[src/rtl/mem_arbiter.sv]
// mem_arbiter: shares one single-port synchronous memory between the
// instruction-fetch path and the load/store data path. One access is in
// flight at a time through a fixed MEM_LATENCY window (legal 1..15).
// Data normally wins contention; after a data grant, a contending fetch wins.
// Every output is registered; inputs only steer the next-state decision.
module mem_arbiter #(
   parameter int DATA_W      = 8,
   parameter int ADDR_W      = 8,
   parameter int MEM_LATENCY = 1
) (
   input  logic              clk_in,
   input  logic              rst_in,
   input  logic              if_req_in,
   input  logic [ADDR_W-1:0] if_addr_in,
   output logic              if_gnt_out,
   output logic              if_valid_out,
   output logic [DATA_W-1:0] if_rdata_out,
   input  logic              d_req_in,
   input  logic              d_we_in,
   input  logic [ADDR_W-1:0] d_addr_in,
   input  logic [DATA_W-1:0] d_wdata_in,
   output logic              d_gnt_out,
   output logic              d_valid_out,
   output logic [DATA_W-1:0] d_rdata_out,
   output logic              mem_en_out,
   output logic              mem_we_out,
   output logic [ADDR_W-1:0] mem_addr_out,
   output logic [DATA_W-1:0] mem_wdata_out,
   input  logic [DATA_W-1:0] mem_rdata_in,
   output logic              busy_out
);

   typedef enum logic [1:0] {IDLE, ACCESS, RESP} state_t;

   state_t     state;
   logic [3:0] cnt;      // cycles left in the access window
   logic       last_d;   // last grant went to the data side
   logic       owner_d;  // current access belongs to the data side
   logic       cur_we;   // current access is a write
   logic       win_d;
   logic       win_f;

   // Winner for an arbitration edge: data first, fetch after a data grant.
   always_comb begin
      // NOTE: defaults first so every path assigns both signals and no latch is inferred.
      win_d = 1'b0;
      win_f = 1'b0;
      if (d_req_in && !(if_req_in && last_d)) begin
         win_d = 1'b1;
      end else if (if_req_in) begin
         win_f = 1'b1;
      end
   end

   // Access sequencer: arbitrate in IDLE/RESP, count the window in ACCESS.
   always_ff @(posedge clk_in) begin
      if (!rst_in) begin
         // NOTE: non-blocking assignments for all state so every register sees pre-edge values.
         state         <= IDLE;
         cnt           <= 4'd0;
         last_d        <= 1'b0;
         owner_d       <= 1'b0;
         cur_we        <= 1'b0;
         if_gnt_out    <= 1'b0;
         if_valid_out  <= 1'b0;
         if_rdata_out  <= '0;
         d_gnt_out     <= 1'b0;
         d_valid_out   <= 1'b0;
         d_rdata_out   <= '0;
         mem_en_out    <= 1'b0;
         mem_we_out    <= 1'b0;
         mem_addr_out  <= '0;
         mem_wdata_out <= '0;
         busy_out      <= 1'b0;
      end else begin
         // Pulse outputs fall back to 0 unless re-asserted below.
         if_gnt_out   <= 1'b0;
         d_gnt_out    <= 1'b0;
         mem_en_out   <= 1'b0;
         mem_we_out   <= 1'b0;
         if_valid_out <= 1'b0;
         d_valid_out  <= 1'b0;
         case (state)
            IDLE, RESP: begin
               if (win_d || win_f) begin
                  state         <= ACCESS;
                  busy_out      <= 1'b1;
                  cnt           <= 4'(MEM_LATENCY);
                  owner_d       <= win_d;
                  last_d        <= win_d;
                  cur_we        <= win_d && d_we_in;
                  if_gnt_out    <= win_f;
                  d_gnt_out     <= win_d;
                  mem_en_out    <= 1'b1;
                  mem_we_out    <= win_d && d_we_in;
                  mem_addr_out  <= win_d ? d_addr_in : if_addr_in;
                  // Fetches carry no write data; drive zeros rather than stale data.
                  mem_wdata_out <= win_d ? d_wdata_in : '0;
               end else begin
                  state    <= IDLE;
                  busy_out <= 1'b0;
               end
            end
            ACCESS: begin
               cnt <= cnt - 4'd1;
               if (cnt == 4'd1) begin
                  state <= RESP;
                  if (owner_d) begin
                     d_valid_out <= 1'b1;
                     if (!cur_we) begin
                        d_rdata_out <= mem_rdata_in;
                     end
                  end else begin
                     if_valid_out <= 1'b1;
                     if_rdata_out <= mem_rdata_in;
                  end
               end
            end
            default: begin
               state    <= IDLE;
               busy_out <= 1'b0;
            end
         endcase
      end
   end

endmodule

[config.mk]
export PLATFORM = sky130hd
export DESIGN_NAME = mem_arbiter
export DESIGN_NICKNAME = d
export VERILOG_FILES = /design/src/rtl/mem_arbiter.sv
export SDC_FILE = /design/constraint.sdc
export NUM_CORES = 1
export LEC_CHECK = 0
export BUFFER_PORTS_ARGS = -buffer_cell sky130_fd_sc_hd__buf_4
export CORE_MARGIN = 5
export CORE_UTILIZATION = 46
export CTS_BUF_LIST = sky130_fd_sc_hd__clkbuf_16
export CTS_CLUSTER_DIAMETER = 120
export CTS_CLUSTER_SIZE = 14
export DETAILED_ROUTE_END_ITERATION = 12
export PLACE_DENSITY = 0.87
export SYNTH_ARGS = -nofsm -noshare
export SYNTH_HDL_FRONTEND = slang
export SYNTH_SLANG_ARGS = --single-unit
[constraint.sdc]
create_clock -name clk_in -period 1.5 [get_ports clk_in]
set_input_delay 0.225 -clock clk_in [delete_from_list [all_inputs] [get_ports clk_in]]
set_output_delay 0.225 -clock clk_in [all_outputs]
set_load 0.05 [all_outputs]
# Word-level counts from Yosys, hierarchy flattened
# Index checks and enable logic that the tools add are counted.
# classes
add_sub_neg	1
eq_ne	5
muxes	14
bitwise_logic	2
reduce_logical	15
# op_table
op	n
2-to-1 mux 8 bit	2
AND reduction 3 bit	3
case mux 4 bit (2 select lines)	1
2-to-1 mux 1 bit	7
AND reduction 2 bit	3
equality test 4 x 1 -> 1 bit, second input constant	1
2-to-1 mux 4 bit	1
inequality test 2 bit, second input constant	2
case mux 2 bit (2 select lines)	1
AND reduction 4 bit	1
subtractor 4 x 1 -> 4 bit, second input constant	1
logical AND 1 bit	3
equality test 2 x 1 -> 1 bit, second input constant	1
equality test 2 bit, second input constant	1
zero test 2 bit	1
2-to-1 mux 2 bit	1
inverter 1 bit	2
case mux 1 bit (2 select lines)	1
nonzero test 2 bit	1
OR reduction 2 bit	1
zero test 1 bit	1
logical OR 1 bit	1
# totals
regBits	47
inputBits	37
out_inout_bits	39
word_cells	52

# Longest topological paths before layout
# logic_depth
ltp_word	7
depth_mapped	6
ltp_nobuf	5

# Least setup slack after synthesis
# No wires, ideal clock.
# synth_path
path_type	flip-flop to flip-flop
from	register cnt[1]
to	register if_rdata_out[0]
setup_ns	0.072
t_arrival_ns	1.244
required_ns	1.428
path_slack_ns	0.185
path_stages_with_launch	7
path_buffers	1
period_less_slack_ns	1.315
cell_sequence	dfxtp_1 inv_1 ha_1 nor3b_2 nor3b_1 buf_4 mux2i_1
# synth_between
elab_chain_cells	2
# synth_rtl
item	line_no	text
from (decl)	36	logic [3:0] cnt;
from (signal assigned)	88	cnt <= 4'(MEM_LATENCY);
from (signal assigned)	105	cnt <= cnt - 4'd1;
equality test 4 x 1 -> 1 bit	106	if (cnt == 4'd1) begin
AND reduction 3 bit (no line)	n/a	
to (signal assigned)	115	if_rdata_out <= mem_rdata_in;
to (decl)	17	output logic [DATA_W-1:0] if_rdata_out,
# Every way passes these cells.
# A chain may end at the register's enable or synchronous reset.

# Worst setup path in the final report
# layout_path
from	register state[0]
to	register if_rdata_out[5]
# layout_between
elab_chain_cells	2
# layout_rtl
item	line_no	text
from (decl)	35	state_t state;
from (signal assigned)	59	state <= IDLE;
from (signal assigned)	86	state <= ACCESS;
from (signal assigned)	100	state <= IDLE;
equality test 2 x 1 -> 1 bit	83	case (state)
AND reduction 3 bit (no line)	n/a	
# Every way passes these cells.

==> results.md <==
- Final #Nets: ~300
- Clock Path Buffers: 2
- Fin crit period: roughly 1.5 ns
- Die height: between 70 and 80 um
- Port Buffers: 75
- Violated checks: negative setup slack
- Number of global-route vias before repair: between 1500 and 2000
- Floorplan core area: between 0.003 and 0.004 mm2
- First-pass GRT wire length: between 6 and 7 mm
- Die X: roughly 72 um
- Rows: 22
- Max stage delay on crit path: 0.47 ns
- Post-layout util: a little over two thirds
- Top cell family by delay on the critical path: simple AND/OR/NAND/NOR gates
- Total die area: about 0.0052 mm2
- Status: finished with violations
- Relative slew slack: around 67%
- CTS H-tree lvls: 2
- Critical Path Source Type: register
- MaxCap Viol Count: 0
- CTS Root Cell: clkbuf_16
- Yosys cell types: 35
- Total track usage: ~17%
- Hpwl dp: around 3.2 mm
- Initial DRC count: ~110
- Starting Density: approximately half
- Clock transition at the registers of the reported paths: around 0.060 ns
- WL per Instance: approximately 15 um
- Total wire length: about 4.7 mm
- Final Hold Vio Count: 0
- Final ANT Viol Nets: 0
- Mapped Area: approximately 0.0018 mm2
- CP Cell Sequence: nand2b_1 -> nor3b_4 -> buf_6 -> mux2i_1
- Average cell area after synthesis: between 10 and 15 um2
- P_leak: 1.23 nW
- Period utilization: 102%
- IO Pins: 76
- Min-Delay Path Class: in -> reg
- Net Count, Synth: 217
- Cells after Synth: 178
- CP Capture Type: register
- Post-synth EDFFs: 0
- 1st-pass router iterations: 4
- Worst Skew: between 0.004 and 0.005 ns
- P&R area growth vs syn: 46.3%
- Sequential area share after synthesis: 52.6%
- Main synth FF type: dfxtp_1
- Crit-path max FO: 7
- Via count: between 1500 and 2000
- Finish-stage setup viols: 1
- CTS tree: built
- Fraction of registers with async set/reset: 0%
- Final Slew Violations: 0
- WP buf/inv: 1
- VDD IR max: around 0.00070 V
- Routability congestion estimate: ~0.77
- Layout cell share with drive strength beyond 1: 42.6%
- Dpl ws: 0.0190 ns
- Pwr per Cell Area: approximately 1300 mW/mm2
- CP Class: reg -> reg
- Fillcell total: 296
- # DRC: 0
- Worst Path Arrival: 1.73 ns
- Clk_lat worst skew: around 0.29 ns
- Worst path required time: about 1.7 ns
- GRT overflow: 0
- Reg2Reg Setup Slack: -0.03 ns
- Largest net degree at the start of global routing: 26
- Clock Sinks: between 40 and 50
- Initial antenna violation count: 0
- Worst-margin pin slew: between 0.4 and 0.5 ns
- CTS Buf Count: 5
- Slowest-stage cell, CP: dfxtp_1
- Final worst slack: -0.0279 ns
- Via density: about 5.1
- Ys Warns: 0
- Ant diodes: 0
- # hold bufs at CTS: 0
- Maximum operating frequency: 0.655 GHz
- Seq cells post-synth: 47
[Yosys cell counts, types with 2 or more instances]
library cell	number	area, um2
a22o_2	9	90.1
ha_1	2	25.0
and2_1	7	43.8
nand2_1	32	120
inv_1	2	7.51
a21oi_1	17	85.1
o21ai_0	10	50.1
clkbuf_1	6	22.5
buf_6	2	22.5
mux2i_1	17	170
dfxtp_1	47	941
nand2b_1	2	12.5
buf_2	3	15.0
[final cells by class]
cell class	instances	area (um2)	area share, %
tap	48	60.1	2.30
clock buffer	5	125	4.78
timing repair buffer	84	638	24.4
inverter	2	7.51	0.287
sequential	47	943	36.1
clock inverter	3	38.8	1.48
multi-input combinational	117	802	30.7
[state kept, by name (all words and copies together), names as in the netlist]
| signal | flops |
|---|---|
| mem_en_out | 1 |
| d_valid_out | 1 |
| cur_we | 1 |
| busy_out | 1 |
| if_valid_out | 1 |
| mem_addr_out | 8 |
| mem_we_out | 1 |
| if_rdata_out | 8 |
| mem_wdata_out | 8 |
| if_gnt_out | 1 |
| d_rdata_out | 8 |
| d_gnt_out | 1 |
| cnt | 4 |
| owner_d | 1 |
| state | 2 |
[metrics by stage]
stage / total power, mW / cells / hold slack (ns) / TNS (ns) / area (um2)
after detailed placement: 2.07 / 295 / 0.450 / 0 / 2390
after global placement: 2.05 / 295 / 0.441 / 0 / 2390
after floorplan: 1.84 / 178 / 0.347 / 0 / 1790
final: 3.30 / 306 / 0.165 / -0.0279 / 2620
after CTS: 3.27 / 303 / 0.159 / 0 / 2560
after global routing: 3.43 / 306 / 0.154 / -0.328 / 2620
[cell families (layout without fill, tap and decap cells)]
group                      count (synthesis)  in the layout  synth area share (%)
AOI/OAI and AO/OA                         43             43                  16.0
xor gates and xnor gates                   1              1                 0.490
adders and majority gates                  2              2                  1.40
buffers and inverters                     14             94                  4.20
DFF                                       47             47                  52.6
muxes                                     17             17                  9.52
and+or+nand+nor                           54             54                  15.7
[per-layer routing]
| metal | track usage, % | vias up | share of wire [%] |
|---|---|---|---|
| li1 | - | 774 | - |
| met1 | 19.5 | 727 | 39 |
| met2 | 29.2 | 58 | 52 |
| met3 | 4.43 | 16 | 5.7 |
| met4 | 9.39 | 0 | 3.5 |
| met5 | 0 | - | 0 |
[layout by cell type (no fill, tap or decap), drive strengths merged, types with 2 or more instances in the layout]
master / synthesis / layout
a21oi: 17 / 17
a22o: 9 / 9
and2: 7 / 7
buf: 6 / 84
clkbuf: 6 / 5
clkinv: 0 / 2
dfxtp: 47 / 47
ha: 2 / 2
inv: 2 / 2
mux2i: 17 / 17
nand2: 32 / 32
nand2b: 2 / 2
nor3b: 3 / 3
o21ai: 10 / 10
[timing repair]
| action | CTS | global route |
|---|---|---|
| resized for setup | 1 | 9 |
| gates cloned | 0 | 1 |
| pin swaps | 0 | 0 |
| setup endpoints to repair | 1 | 8 |
| setup buffers | 0 | 2 |
[worst paths after layout]
| check | startpoint | end | depth (start not counted) |
|---|---|---|---|
| worst max-delay path | state[0] | if_rdata_out[5] | 4 |
| worst min-delay path | d_we_in | mem_we_out | 2 |
| worst max register to register | state[0] | if_rdata_out[5] | 4 |
| worst min register to register | d_rdata_out[7] | d_rdata_out[7] | 2 |
[where the power goes]
group	switching, mW	internal, mW	leakage (nW)	total (mW)
registers	0.0554	1.33	0.385	1.39
logic	0.420	0.276	0.766	0.696
clock network	0.437	0.776	0.0812	1.21
total	0.913	2.38	1.23	3.30
No activity file was read; power rests on OpenSTA's default activity.
